==> config.mk <==
export PLATFORM = sky130hd
export DESIGN_NAME = dcdl_code_ramp
export DESIGN_NICKNAME = d
export VERILOG_FILES = /design/src/rtl/dcdl_pkg.sv /design/src/rtl/bin2thm.sv /design/src/rtl/dcdl_code_ramp.sv
export SDC_FILE = /design/constraint.sdc
export NUM_CORES = 1
export LEC_CHECK = 0
export ABC_CLOCK_PERIOD_IN_PS = 3400
export CORE_ASPECT_RATIO = 1.75
export CORE_MARGIN = 1.5
export CORE_UTILIZATION = 40
export DETAILED_ROUTE_END_ITERATION = 12
export GPL_ROUTABILITY_DRIVEN = 0
export GPL_TIMING_DRIVEN = 0
export PLACE_DENSITY = 0.68
export SYNTH_ARGS = -nofsm -noshare
export SYNTH_HDL_FRONTEND = slang
export SYNTH_SLANG_ARGS = --single-unit
==> constraint.sdc <==
create_clock -name clk -period 3.4 [get_ports clk]
set_input_delay 0.51 -clock clk [delete_from_list [all_inputs] [get_ports clk]]
set_output_delay 0.51 -clock clk [all_outputs]
set_load 0.005 [all_outputs]
==> src/rtl/dcdl_pkg.sv <==
// dcdl_pkg: shared types, default sizing and helpers for the delay-line controllers.
//   ramp_state_t  - ramp controller state encoding
//   N_TAP_DEF     - default number of tunable inverter taps
//   CW_DEF        - default code width (2**CW_DEF > N_TAP_DEF)
//   STEP_DIV_DEF  - default clock cycles between one-tap steps
//   clamp_code()  - limits a requested code to the number of physical taps
package dcdl_pkg;

    typedef enum logic [0:0] {
        IDLE = 1'b0,
        WAIT = 1'b1
    } ramp_state_t;

    localparam int unsigned N_TAP_DEF    = 31;
    localparam int unsigned CW_DEF       = 5;
    localparam int unsigned STEP_DIV_DEF = 4;

    function automatic int unsigned clamp_code(input int unsigned code,
                                               input int unsigned n_tap);
        return (code > n_tap) ? n_tap : code;
    endfunction

endpackage

==> src/rtl/bin2thm.sv <==
// bin2thm: combinational binary-to-thermometer converter.
//   code [CW-1:0]    binary tap count
//   thm  [N_TAP-1:0] thm[i] = (i < code)
module bin2thm #(
    parameter int unsigned N_TAP = 31,
    parameter int unsigned CW    = 5
) (
    input  logic [CW-1:0]    code,
    output logic [N_TAP-1:0] thm
);

    always_comb begin
        thm = '0;
        for (int unsigned i = 0; i < N_TAP; i++) begin
            thm[i] = (i < 32'(code));
        end
    end

endmodule

==> src/rtl/dcdl_code_ramp.sv <==
// dcdl_code_ramp: walks the inverter-chain thermometer enable toward a requested code,
// one tap every STEP_DIV cycles, so the delay line is retuned without multi-tap jumps.
//   clk        model clock, rising edge
//   rstb       asynchronous active-low reset
//   en         ramp enable; low freezes all state
//   code_in    target delay code (clamped to N_TAP)
//   code_valid target present
//   code_ready block can accept a target
//   thm_out    per-tap enables to the inverter chain
//   cur_code   code currently applied
//   busy       ramp in progress
//   done       one-cycle pulse with the final step (or after a no-op request)
module dcdl_code_ramp
    import dcdl_pkg::*;
#(
    parameter int unsigned N_TAP    = N_TAP_DEF,
    parameter int unsigned CW       = CW_DEF,
    parameter int unsigned STEP_DIV = STEP_DIV_DEF
) (
    input  logic             clk,
    input  logic             rstb,
    input  logic             en,
    input  logic [CW-1:0]    code_in,
    input  logic             code_valid,
    output logic             code_ready,
    output logic [N_TAP-1:0] thm_out,
    output logic [CW-1:0]    cur_code,
    output logic             busy,
    output logic             done
);

    localparam int unsigned CNT_W = (STEP_DIV > 1) ? $clog2(STEP_DIV) : 1;
    localparam logic [CNT_W-1:0] CNT_RELOAD = CNT_W'(STEP_DIV - 1);

    ramp_state_t      state_q, state_d;
    logic [CW-1:0]    cur_q, cur_d;
    logic [CW-1:0]    tgt_q, tgt_d;
    logic [CNT_W-1:0] cnt_q, cnt_d;
    logic             done_q, done_d;
    logic [N_TAP-1:0] thm_q, thm_d;
    logic             armed_q;
    logic             handshake;

    // armed_q keeps ready low until the first clock edge after reset release.
    assign code_ready = armed_q && en && (state_q == IDLE);
    assign handshake  = code_valid && code_ready;

    always_comb begin
        state_d = state_q;
        cur_d   = cur_q;
        tgt_d   = tgt_q;
        cnt_d   = cnt_q;
        done_d  = 1'b0;
        case (state_q)
            IDLE: begin
                if (handshake) begin
                    tgt_d = CW'(clamp_code(32'(code_in), N_TAP));
                    if (tgt_d == cur_q) begin
                        done_d = 1'b1;
                    end else begin
                        state_d = WAIT;
                        cnt_d   = CNT_RELOAD;
                    end
                end
            end
            WAIT: begin
                if (cnt_q != '0) begin
                    cnt_d = cnt_q - CNT_W'(1);
                end else begin
                    // Step happens on the same edge that sees the expired counter.
                    cur_d = (cur_q < tgt_q) ? cur_q + CW'(1) : cur_q - CW'(1);
                    if (cur_d == tgt_q) begin
                        state_d = IDLE;
                        done_d  = 1'b1;
                    end else begin
                        cnt_d = CNT_RELOAD;
                    end
                end
            end
            default: state_d = IDLE;
        endcase
    end

    // Thermometer is decoded from the next code so it registers alongside cur_code.
    bin2thm #(
        .N_TAP (N_TAP),
        .CW    (CW)
    ) u_bin2thm (
        .code (cur_d),
        .thm  (thm_d)
    );

    always_ff @(posedge clk or negedge rstb) begin
        if (!rstb) begin
            state_q <= IDLE;
            cur_q   <= '0;
            tgt_q   <= '0;
            cnt_q   <= '0;
            done_q  <= 1'b0;
            thm_q   <= '0;
            armed_q <= 1'b0;
        end else begin
            armed_q <= 1'b1;
            if (en) begin
                state_q <= state_d;
                cur_q   <= cur_d;
                tgt_q   <= tgt_d;
                cnt_q   <= cnt_d;
                done_q  <= done_d;
                thm_q   <= thm_d;
            end else begin
                done_q  <= 1'b0;
            end
        end
    end

    assign thm_out  = thm_q;
    assign cur_code = cur_q;
    assign busy     = (state_q == WAIT);
    assign done     = done_q && en;

endmodule

Yosys cells after proc, flatten, opt, wreduce, memory -nomap -nowiden
Cells that the tools add are included.
- flip-flop bits (word level): 46
- output and inout port bits: 39
- word-level logic and storage cells: 74
- input bits: 9
- reductions and logical operators: 7
- add/subtract/negate cells: 3
- eq/ne operators: 5
- muxes and demuxes: 19
- magnitude comparators: 32
- bitwise gates (word level): 1
- operator list (kind ; count):
    less-than comparator 5 bit (first input constant) ; 15
    less-than comparator 4 x 5 -> 1 bit (first input constant) ; 8
    less-than comparator 3 x 5 -> 1 bit (first input constant) ; 4
    two-way mux 5 bit ; 3
    == test 5 bit ; 2
    less-than comparator 1 x 5 -> 1 bit (first input constant) ; 2
    less-than comparator 2 x 5 -> 1 bit (first input constant) ; 2
    two-way mux 1 bit ; 9
    two-way mux 2 bit ; 4
    adder 5 x 1 -> 5 bit (second input constant) ; 1
    less-than comparator 5 bit ; 1
    subtractor 5 x 1 -> 5 bit (second input constant) ; 1
    logical AND 1 bit ; 4
    inequality test 2 bit (second input constant) ; 2
    case mux 1 bit (2 select lines) ; 2
    case mux 2 bit (2 select lines) ; 1
    AND reduction 4 bit ; 1
    inequality test 3 bit (second input constant) ; 1
    AND reduction 3 bit ; 1
    nonzero test 2 bit ; 1
    subtractor 2 x 1 -> 2 bit (second input constant) ; 1
    NOT 1 bit ; 1

Longest topological paths before layout
- depth in word-level cells: 7
- gate-level depth with buffers: 15
- gate-level depth less buffers: 13

Modules after synthesis
Synthesis repeated with hierarchy kept, for this count alone.
- cell total of the unflattened synthesis: 221
- area, all modules: 2489.9 µm²
- by module, submodules not included (module ; seq. area each (µm²) ; instances ; cells each ; area an instance (µm²)):
    dcdl_code_ramp ; 1151.1 ; 1 ; 166 ; 2188.3
    bin2thm ; 0.0 ; 1 ; 55 ; 301.5

Worst setup path after synthesis
Ideal clock, no wire load.
- path kind: flip-flop to flip-flop
- from: reg cur_q[0] (netlist: cur_code[0])
- to: reg state_q (netlist: busy)
- data required time: 3.282 ns
- slack: 0.245 ns
- setup time: 0.118 ns
- data arrival time: 3.037 ns
- cell stages (with the launch flop): 14
- clock period less this slack: 3.155 ns
- path buffers: 1
- path through: dfrtp_1 buf_4 inv_1 ha_1 nor2b_1 o2111a_1 or2_2 ha_1 a21oi_1 a21oi_1 or4_4 a21oi_4 nand2_1 a21o_1
- cells in the longest elaborated chain, start to end: 6
- elaborated cells between the ends (all ways): 11
- those cells by class: add/sub: 2; order compare: 1; eq/ne: 2; mux: 6
- RTL lines (element ; line ; source):
    start, declared ; dcdl_code_ramp.sv:36 ; logic [CW-1:0] cur_q, cur_d;
    start signal, assigned ; dcdl_code_ramp.sv:106 ; cur_q <= cur_d;
    subtractor 5 x 1 -> 5 bit, or another cell as far along ; dcdl_code_ramp.sv:71 ; cur_d = (cur_q < tgt_q) ? cur_q + CW'(1) : cur_q - CW'(1);
    two-way mux 5 bit ; dcdl_code_ramp.sv:71 ;
    == test 5 bit ; dcdl_code_ramp.sv:72 ; if (cur_d == tgt_q) begin
    two-way mux 1 bit ; dcdl_code_ramp.sv:72 ;
    two-way mux 1 bit ; dcdl_code_ramp.sv:67 ; if (cnt_q != '0) begin
    case mux 1 bit (2 select lines) * ; dcdl_code_ramp.sv:54 ; case (state_q)
    end signal, assigned ; dcdl_code_ramp.sv:105 ; state_q <= state_d;
    end, declared ; dcdl_code_ramp.sv:35 ; ramp_state_t state_q, state_d;
Every way passes the cells marked *; elsewhere a longest branch is shown, timed or not.
A chain may end at the register's enable or synchronous reset.

Worst setup path in the final report
- from: reg cur_q[3] (netlist: cur_code[3])
- to: reg thm_q[24] (netlist: thm_out[24])
- cells in the longest elaborated chain, start to end: 5
- elaborated cells between the ends (all ways): 7
- those cells by class: add/sub: 2; order compare: 2; mux: 3
- RTL lines (element ; line ; source):
    subtractor 5 x 1 -> 5 bit, or another cell as far along ; dcdl_code_ramp.sv:71 ;
    two-way mux 5 bit ; dcdl_code_ramp.sv:71 ;
    two-way mux 5 bit ; dcdl_code_ramp.sv:67 ;
    two-way mux 5 bit * ; dcdl_code_ramp.sv:54 ;
    less-than comparator 5 bit * ; bin2thm.sv:15 ; thm[i] = (i < 32'(code));
    end signal, assigned ; dcdl_code_ramp.sv:110 ; thm_q <= thm_d;
    end, declared ; dcdl_code_ramp.sv:40 ; logic [N_TAP-1:0] thm_q, thm_d;
Marks and branches as above.

==> key figures <==
Run status
  • Status: complete, no violations

Pwr
  • P per Cell Area: 1210 nW/um^2
  • Static Leak: 1.39 nW
  • Peak VDD IR: 0.000655 V

Synthesis
  • Net Count, Synth: 279
  • Syn avg cell area: 9.60 um^2
  • Synth top area cells: dfrtp_1 (45%), ha_1 (5.0%), nor2_1 (4.2%), mux2_2 (3.6%), nand2_1 (3.2%)
  • Yosys cell types: 52
  • Cells after Synth: 259
  • Post-Syn Area: 2490 um^2
  • Top FF cell, synth: dfrtp_1
  • Asr flop ratio synth: 100%
  • Flops & latches, synth: 45
  • Synth warn: 0
  • Post-synth EDFFs: 0
  • Dominant cell type by area after synthesis: dfrtp_1
  • Top cell type's share of synthesized area: 45.3%
  • Sequential area share after synthesis: 45.3%

Worst setup path
  • Register-to-Register Path Depth: 13
  • WP data arrival: 3.48 ns
  • Worst path max stage delay: 0.49 ns
  • Cells along the critical path: ha_1 > nand3_1 > nand2_1 > or2_4 > inv_1 > fa_2 > nand3b_1 > a21bo_1 > a211o_1 > a31oi_4 > buf_6 > nor2_1 > mux2_2
  • Critical Path Sink Type: flip-flop
  • Slowest cell on crit path: dfrtp_2
  • FF-to-FF setup slack: 0.11 ns
  • Critical path class: reg -> reg
  • Max FO, Critical Path: 6
  • Startpoint types: flip-flop
  • Cell family with most CP delay: compound AO/OA/AOI/OAI gates
  • WP data required: 3.58 ns
  • Buf+Inv Stages, Crit Path: 2
  • FF-to-FF End: thm_out[24]
  • Reg2reg start: cur_code[3]

Clock network
  • CTS root buffer: clkbuf_8
  • H-tree Lvls: 2
  • Reg clk slew, reported paths: 0.09 ns
  • Total clock sinks: 45
  • CTS Buffer Depth: 2
  • Hold_buf cts: 0
  • Num CTS Buffers: 5
  • TritonCTS clock tree: built
  • Worst-Skew Late Latency: 0.30 ns

Worst hold path
  • HP Class: in -> async

Global routing
  • Vias in the first global route: 2113
  • Initial antenna violation count: 0
  • Overall routing resource usage: 19.8%
  • Grt ovf: 0
  • First-pass GRT wire length: 10.4 mm
  • Largest net degree at the start of global routing: 38

Final layout
  • Non-filler cells, final: 406
  • Final net count: 347
  • Layout fillers: 574
  • Most common cell after layout, fill and taps aside: clkdlybuf4s50_1
  • Layout cells sized above 1: 18.0%
  • Syn-to-layout area delta: 33.0%
  • Diodes inserted: 0
  • Most frequent cells in the layout: clkdlybuf4s50_1 (46), dfrtp_1 (43), nor2_1 (28)
  • Finished Cell Area: 3310 um^2
  • Core Util, Final: 55.8%

STA
  • Slew margin rel.: 53.5%
  • Clk_skew: 0.0128 ns
  • Min Clock Period, post-route: 3.29 ns
  • Pins over their slew limit: 0
  • Final setup viols: 0
  • Fmax: 304 MHz
  • RSZ-0062 raised after global routing: no
  • Slew at the pin closest to its max-slew limit: 0.691 ns
  • Final period util: 96.8%
  • Hold Fails Final Rpt: 0

Floorplan
  • Initial Util: 42.0%
  • Io pins: 48
  • # rows: 37
  • Die Area: 6720 um^2
  • Die height: 107 um
  • Die X: 62.6 um
  • Core Footprint: 5930 um^2

Placement
  • HPWL Detailed: 4.63 mm
  • PortBufs: 47
  • Dpl cells: 385
  • Placed Instance Area: 3070 um^2

Drt
  • Initial DRC Count: 68
  • Number of vias per cell: 5.37
  • WL/cell: 15.9 um
  • Detail Route Antenna Nets: 0
  • TritonRoute pass-1 iters: 4
  • Via count: 2182
  • Final wirelength: 6.46 mm
  • Residual DRC: 0

Flow run
  • Max Cap Violations: 0
==> cell usage after synthesis (3+ instances only) <==
library cell	number
inv_1	16
mux2_2	8
a31o_2	3
dfrtp_1	45
clkbuf_1	7
nand3_1	5
a21oi_1	14
xnor2_1	8
nor3_1	4
xor2_1	3
nand2_1	21
o22ai_1	10
o21ai_0	7
a31oi_1	12
and2_1	6
nor2_1	28
and3_1	3
buf_4	4
buf_2	4
nor2b_1	5
ha_1	10
==> routing by layer <==
metal	routed length [um]	part of all wire, %	up-vias	GRT usage (%)
met4	164	2.5	0	8.10
met1	2490	38	1092	21.2
met5	0	0	-	0
met3	207	3.2	11	2.93
met2	3600	56	48	38.0
li1	-	-	1031	-
==> power breakdown <==
| part | internal (mW) | total [mW] | switching, mW |
|---|---|---|---|
| clock network | 0.143 | 0.324 | 0.182 |
| registers | 0.764 | 0.948 | 0.183 |
| logic | 1.37 | 2.72 | 1.35 |
==> cell type report <==
type | instances | area (um^2) | area share (%)
multi-input combinational | 181 | 1260 | 38.0
sequential | 45 | 1130 | 34.1
timing repair buffer | 61 | 583 | 17.6
buffer | 17 | 101 | 3.06
tap | 78 | 97.6 | 2.95
clock buffer | 6 | 72.6 | 2.19
inverter | 16 | 60.1 | 1.81
clock inverter | 2 | 10.0 | 0.302
==> through the flow <==
| stage | total power [mW] | worst slack [ns] | hold WS (ns) | setup TNS [ns] |
|---|---|---|---|---|
| after global placement | 3.28 | -0.0782 | 0.500 | -0.243 |
| after floorplan | 2.54 | 0.245 | 0.214 | 0 |
| after CTS | 3.86 | 0.0282 | 0.0622 | 0 |
| after detailed placement | 3.32 | -0.111 | 0.385 | -0.825 |
| final | 4.00 | 0.108 | 0.0556 | 0 |
| after global routing | 4.29 | 0.0117 | 0.0614 | 0 |
==> sequential cells by signal, summed over array words and instances, names as in the netlist <==
register	count
armed_q	1
busy	1
cnt_q	2
cur_code	4
done_q	1
tgt_q	5
thm_out	31
==> what timing repair did <==
action,4_1_cts,5_1_grt
endpoints found under the setup margin,30,30
setup buffers,3,9
resized for setup,11,4
hold endpoints to repair,0,0
cloned,1,0
pin swaps,2,7
==> logic make-up after synthesis <==
logic type | Yosys count | share of synthesized area [%]
muxes | 10 | 4.63
AOI/OAI and AO/OA | 61 | 16.8
adders and majority gates | 11 | 5.84
xor gates and xnor gates | 11 | 3.87
buffers and inverters | 33 | 6.09
other | 1 | 0.151
and+or+nand+nor | 87 | 17.4
DFF | 45 | 45.3
==> worst max path at each step <==
stage | from | end | slack (ns) | cells past startpoint
finish | cur_code[3] | thm_out[24] | 0.11 | 13
global route | thm_out[15] | busy | 0.01 | 12
floorplan | cur_code[0] | busy | 0.24 | 13
detailed placement | thm_out[15] | thm_out[0] | -0.11 | 11
CTS | cur_code[0] | thm_out[24] | 0.03 | 15
global placement | thm_out[15] | thm_out[0] | -0.08 | 11
(Power assumes the default switching activity.)
